===== config.mk =====
export PLATFORM = sky130hd
export DESIGN_NAME = fifo_word_packer
export DESIGN_NICKNAME = d
export VERILOG_FILES = /design/src/rtl/fifo_word_packer.sv
export SDC_FILE = /design/constraint.sdc
export NUM_CORES = 1
export LEC_CHECK = 0
export BUFFER_PORTS_ARGS = -buffer_cell sky130_fd_sc_hd__buf_4
export CORE_ASPECT_RATIO = 2
export CORE_UTILIZATION = 40
export DETAILED_ROUTE_END_ITERATION = 12
export PLACE_DENSITY = 0.59
export SLEW_MARGIN = 30
export SYNTH_ARGS = -nofsm -noshare
export SYNTH_HDL_FRONTEND = slang
export SYNTH_SLANG_ARGS = --single-unit

===== constraint.sdc =====
create_clock -name clk -period 4.14 [get_ports clk]
set_input_delay 0.207 -clock clk [delete_from_list [all_inputs] [get_ports clk]]
set_output_delay 0.207 -clock clk [all_outputs]
set_load 0.05 [all_outputs]

===== src/rtl/fifo_word_packer.sv =====
// Purpose: pops bytes from a registered-output byte FIFO and packs them little-endian into 32-bit words.
// Latency: 5 cycles from the first accepted pop to out_valid for a full word. A partial word is emitted on flush, or after FLUSH_TIMEOUT idle cycles.
// Backpressure: out_valid/out_ready handshake. While a word waits for out_ready, no pops are issued and the word is held stable.
// Ports:
//   clk, rst          - clock and asynchronous active-high reset
//   fifo_empty        - upstream FIFO empty flag
//   fifo_wr_en        - upstream FIFO write strobe; a write in the same cycle blocks the pop
//   fifo_rd_data      - FIFO read data, valid the cycle after an accepted pop
//   fifo_rd_en        - pop request
//   flush             - request to emit the partial word currently held
//   out_valid, out_ready, out_data, out_bytes - packed word output and its byte count (1..4)
module fifo_word_packer #(
    parameter int FLUSH_TIMEOUT = 8
) (
    input  logic        clk,
    input  logic        rst,
    input  logic        fifo_empty,
    input  logic        fifo_wr_en,
    input  logic [7:0]  fifo_rd_data,
    output logic        fifo_rd_en,
    input  logic        flush,
    output logic        out_valid,
    input  logic        out_ready,
    output logic [31:0] out_data,
    output logic [2:0]  out_bytes
);

    typedef enum logic {FILL, EMIT} state_t;

    localparam logic [7:0] TIMEOUT = 8'(FLUSH_TIMEOUT);

    state_t      state;
    logic [2:0]  held;        // bytes already written into out_data
    logic        inflight;    // a popped byte arrives on fifo_rd_data this cycle
    logic [7:0]  timer;
    logic        flush_pend;

    logic in_fill;
    logic has_bytes;
    logic flush_now;
    logic timer_hit;
    logic emit_go;
    logic pop_ok;

    always_comb begin
        in_fill   = (state == FILL);
        has_bytes = (held != 3'd0);
        // A flush only matters if there is (or is about to be) something to emit.
        flush_now = in_fill & flush & (has_bytes | inflight);
        timer_hit = (timer >= TIMEOUT);
        emit_go   = in_fill & has_bytes & ~inflight & (timer_hit | flush_pend | flush_now);
        // Stop popping once an emit is decided, so no byte can land while in EMIT.
        fifo_rd_en = ~rst & in_fill & ~fifo_empty
                   & ((held + {2'b00, inflight}) < 3'd4)
                   & ~flush_pend & ~flush_now & ~emit_go;
        pop_ok    = fifo_rd_en & ~fifo_wr_en;
    end

    always_ff @(posedge clk or posedge rst) begin
        if (rst) begin
            state      <= FILL;
            held       <= 3'd0;
            inflight   <= 1'b0;
            timer      <= 8'd0;
            flush_pend <= 1'b0;
            out_valid  <= 1'b0;
            out_data   <= 32'd0;
            out_bytes  <= 3'd0;
        end else begin
            case (state)
                FILL: begin
                    inflight <= pop_ok;
                    if (inflight) begin
                        case (held[1:0])
                            2'd0:    out_data[7:0]   <= fifo_rd_data;
                            2'd1:    out_data[15:8]  <= fifo_rd_data;
                            2'd2:    out_data[23:16] <= fifo_rd_data;
                            default: out_data[31:24] <= fifo_rd_data;
                        endcase
                        held  <= held + 3'd1;
                        timer <= 8'd0;
                        if (held == 3'd3) begin
                            // Fourth byte completes the word: go straight to EMIT.
                            state      <= EMIT;
                            out_valid  <= 1'b1;
                            out_bytes  <= 3'd4;
                            flush_pend <= 1'b0;
                        end else if (flush) begin
                            // Honour the flush once this byte has landed.
                            flush_pend <= 1'b1;
                        end
                    end else if (emit_go) begin
                        state      <= EMIT;
                        out_valid  <= 1'b1;
                        out_bytes  <= held;
                        timer      <= 8'd0;
                        flush_pend <= 1'b0;
                    end else if (has_bytes && !pop_ok && !timer_hit) begin
                        timer <= timer + 8'd1;
                    end
                end
                default: begin
                    inflight <= 1'b0;
                    if (out_ready) begin
                        state     <= FILL;
                        held      <= 3'd0;
                        timer     <= 8'd0;
                        out_valid <= 1'b0;
                        out_data  <= 32'd0;
                        out_bytes <= 3'd0;
                    end
                end
            endcase
        end
    end

endmodule


Word level (Yosys, flattened, before mapping)

Cells that the tools add are included.

Magnitude comparators: 2
Reduce and logical (&&, ||, !) cells: 22
Mux-type cells: 34
Add/sub/neg operators: 3
Equal/unequal tests: 7
Bitwise operators: 23

Operators with widths:

| cell                                                                                 | number |
|---|---|
| 32-bit two-way mux                                                                   | 3 |
| 8-bit two-way mux                                                                    | 9 |
| 3-bit two-way mux                                                                    | 7 |
| 3-bit AND reduction                                                                  | 6 |
| 1-bit two-way mux                                                                    | 15 |
| 1-bit AND                                                                            | 12 |
| 2-bit nonzero test                                                                   | 5 |
| 8-bit by 1-bit adder with 8-bit output (second input constant)                       | 1 |
| 8-bit by 4-bit greater-or-equal comparator with 1-bit output (second input constant) | 1 |
| 1-bit NOT                                                                            | 8 |
| 3-bit by 2-bit != test with 1-bit output (second input constant)                     | 2 |
| 3-bit nonzero test                                                                   | 2 |
| 2-bit AND reduction                                                                  | 2 |
| 4-bit nonzero test                                                                   | 1 |
| 3-bit by 1-bit adder with 3-bit output                                               | 1 |
| 3-bit by 1-bit adder with 3-bit output (second input constant)                       | 1 |
| 3-bit by 2-bit == test with 1-bit output (second input constant)                     | 1 |
| 3-bit less-than comparator (second input constant)                                   | 1 |
| 1-bit bitwise OR                                                                     | 3 |
| 3-bit OR reduction                                                                   | 1 |
| 2-bit by 1-bit == test with 1-bit output (second input constant)                     | 1 |
| 2-bit == test (second input constant)                                                | 1 |
| 1-bit logical AND                                                                    | 2 |
| 1-bit zero test                                                                      | 2 |
| 3 further kinds                                                                      | 3 |

Logic and storage cells: 102
Register bits after elaboration: 50
Output and inout port bits: 37
Input bits: 14

Logic depth before layout (Yosys ltp)

Word-level depth: 15
Mapped depth: 8
Gate-level depth less buffers: 7

Worst setup path before layout

Ideal clock, no wire load.

Path type: register to output
Start: reg held[0]
End: out fifo_rd_en
Setup slack: 1.804 ns
Stages on the path, launching flop included: 6
Required time: 3.933 ns
Path buffers: 0
Data arrival time: 2.129 ns
Path through: dfrtp_1 inv_1 ha_1 or3b_1 a221o_1 nor2_1

Word-level cells in the longest chain between the ends: 7
Elaborated cells on any way between the ends: 15
Those cells by class: add/sub (1); order compare (1); bitwise (12); reduce/logical (1)

RTL lines:

| what                                                                                           | RTL line | text |
|---|---|---|
| start: declaration                                                                             | 33       | `logic [2:0] held;` |
| start signal: assignment                                                                       | 80       | `held <= held + 3'd1;` |
| parallel branches: the longest is 6 deep, another holds 3-bit by 1-bit adder with 3-bit output | -        |  |
| 1-bit AND (*)                                                                                  | 55       | `& ~flush_pend & ~flush_now & ~emit_go;` |
| end: declaration                                                                               | 20       | `output logic fifo_rd_en,` |

Every way passes the cells marked *.

Worst setup path after layout

Same ends and word-level chain as after synthesis.

==> impl_metrics.tcl <==
set metrics [dict create \
    first_pass_iters 4 \
    syn_area_sq_mm 0.00227 \
    hp-class "in2async" \
    clkSlewWorstSetupHoldPaths_ps 90 \
    vias 1607 \
    power_frac_comb_pct 54.2 \
    clock_power_share_pct 13.1 \
    outcome "complete, but fails checks" \
    period_minus_slack_ps 2430 \
    mostFrequentLayoutCells "50 x dfrtp_1, 50 x buf_4, 24 x mux2_2, 16 x o21ai_0" \
    yosysTopAreaCell "dfrtp_1" \
    ioPinCount 51 \
    critPathCaptureType "output port" \
    p_int_mw 1.34 \
    synth_top_area_share_pct 55.1 \
    htree_levels 2 \
    critPathRequiredTime_ps 3930 \
    multi_input_area_sq_um 937 \
    viasPerCell 5.12 \
    ir_drop_mv 0.597 \
    rows 38 \
    timing.fmax_ghz 0.412 \
    grt_util_all_layers_pct 17.9 \
    core_sq_mm 0.00547 \
    power_density_mw_per_mm2 917 \
    finalHoldViolations 15 \
    timing.hold.ws_ps -26.8 \
    nets 274 \
    drive_above_1_share_pct 35.0 \
    path_cells "inv_1, ha_1, or3b_1, a221o_1, nor2_1, buf_4" \
    die_w_microns 55.3 \
    crit_path_max_fanout 8 \
    grt_start_max_net_pins 51 \
    synthTopCellsByArea "dfrtp_1 55%, mux2_2 12%, ha_1 3.9%, o21ai_0 3.5%, inv_1 2.5%" \
    cts.sinks 50 \
    slowest_delay_ps 490 \
    ctsResizeCount 0 \
    rsz0062_at_grt "false" \
    worst_ep_arrival_time_ps 2220 \
    grt_antenna_before_repair 0 \
    start_kind "register" \
    crit_buf_inv 2 \
    routedWlPerCell_microns 15.5 \
    synthesis.nets 223 \
    violations "hold timing" \
    cts_tree "built" \
    final_core_util_pct 51.3 \
    postCtsHoldBufs 0 \
    n_antenna_cell 0 \
    syn_avg_cell_area_sq_um 11.2 \
    synth_warnings 0 \
    pwr-share-seq_pct 32.7 \
    switching_power_mw 1.24 \
    place_congestion 0.751 \
    die_height_microns 109 \
    switching_share_pct 48.1 \
    cp_top_family "simple AND/OR/NAND/NOR gates" \
    p_leak_nw 1.37 \
    drv_cap 0 \
    dieArea_sq_mm 0.00600 \
    grt_first_pass_wirelength_microns 8090 \
    max_slew_margin_pct 50.0 \
    criticalPathCategory "reg2out" \
    yosys.cell_types.count 37 \
    grt_pass1_vias 1600 \
    period_share_pct 58.6 \
    power_mw 2.57 \
    tightest_slew_ps 748 \
    io_buffers 50 \
    cts_setup_buffers 0 \
    slew_viol_final 0 \
    initial_utilization_pct 41.5 \
    clockBufferDepth 2 \
    root_buffer "clkbuf_8" \
    synthCells 202 \
    clk_latency_ps 310 \
    dpl.hpwl_microns 3550 \
    dr.first_iter.drc_count 20 \
    crit_path_top_delay_cell "dfrtp_1" \
    skew_ps 3.75 \
    setup_viol 0 \
    area_growth_pct 23.6 \
    seq_area_sq_mm 0.00125 \
    totalWireLength_microns 4880 \
    grt_overflow 0 \
    numCtsBuffers 5 \
    ys_seq_elements 50 \
    tns_ps 0 \
    drc 0 \
    fillCellCount 517 \
    yosysSeqAreaShare_pct 55.1 \
    ant_nets 0 \
]
[power by group through the flow]
stage | logic [mW] | registers [mW] | clock network [mW]
after global routing | 1.48 | 0.876 | 0.371
after floorplan | 0.512 | 1.34 | 0
after detailed placement | 1.41 | 0.856 | 0
after CTS | 1.41 | 0.848 | 0.352
after global placement | 1.40 | 0.852 | 0
final | 1.39 | 0.842 | 0.338
[metal layers]
metal / vias to the layer above / global-route usage [%] / wire length (microns)
li1: 793 / - / -
met3: 6 / 4.19 / 193
met1: 773 / 19.6 / 1890
met4: 0 / 8.57 / 105
met5: - / 0 / 0
met2: 35 / 32.1 / 2690
[Yosys cell counts]
cell type  number
nor3_1          2
a21oi_1         3
nor4_1          1
dfrtp_1        50
mux2i_1         2
inv_1          15
or3b_1          1
o21ai_1         1
nor2_1         14
a31oi_1         1
o21ai_0        16
buf_1           1
nand2_1        14
a221o_1         1
buf_2           3
nand3_1        10
xnor2_1         1
o21a_1          1
a21boi_2        1
ha_1            7
clkbuf_1        2
a22o_1          2
o21bai_1        3
and2b_1         1
nand4_1         2
o2bb2ai_1       1
o21ai_2         1
o22ai_1         2
and2_1          4
or2_2           1
or3_1           1
o211ai_4        1
nor2b_1         5
nor4b_2         1
mux2_2         24
a31o_2          1
nand2b_1        5
[state kept, by name (all words and copies together) (netlist names)]
signal and count:
flush_pend 1, held 3, inflight 1, out_bytes 3
out_data 32, out_valid 1, state 1, timer 8
[logic make-up after synthesis]
logic type | count (synthesis) | share of synthesized area, %
AND/OR/NAND/NOR | 62 | 13.9
flip-flops | 50 | 55.1
AO/OA/AOI/OAI | 35 | 10.4
multiplexers | 26 | 12.8
buffers and inverters | 21 | 3.64
adder cells (fa/ha/maj) | 7 | 3.86
XOR/XNOR | 1 | 0.386
[worst paths after layout]
| check | start | endpoint | slack [ps] | cells after the start |
|---|---|---|---|---|
| worst max-delay path | held[0] | fifo_rd_en | 1710 | 6 |
| worst min-delay path | rst | inflight | -30 | 2 |
| worst max register to register | state | out_bytes[2] | 1880 | 5 |
| worst min register to register | timer[3] | timer[3] | 490 | 2 |
| max in group asynchronous | rst | out_valid | 3730 | 2 |
| min in group clk | fifo_wr_en | inflight | 60 | 2 |
[layout make-up]
| type | instances | share of cell area (%) |
|---|---|---|
| clock buffers | 5 | 2.45 |
| multi-input cells | 131 | 33.4 |
| well taps | 60 | 2.67 |
| inverters | 15 | 2.10 |
| flip-flops and latches | 50 | 44.6 |
| clock inverters | 3 | 1.43 |
| repair buffers | 50 | 13.4 |
[stage by stage]
step           cell area, sq um  std cells  setup WS [ps]
6_report                   2810        314           1710
5_1_grt                    2810        314           1570
4_1_cts                    2810        314           1700
3_5_place_dp               2700        306           1880
3_3_place_gp               2700        306           1890
2_1_floorplan              2270        202           1800
No activity file was read; power rests on OpenSTA's default activity.
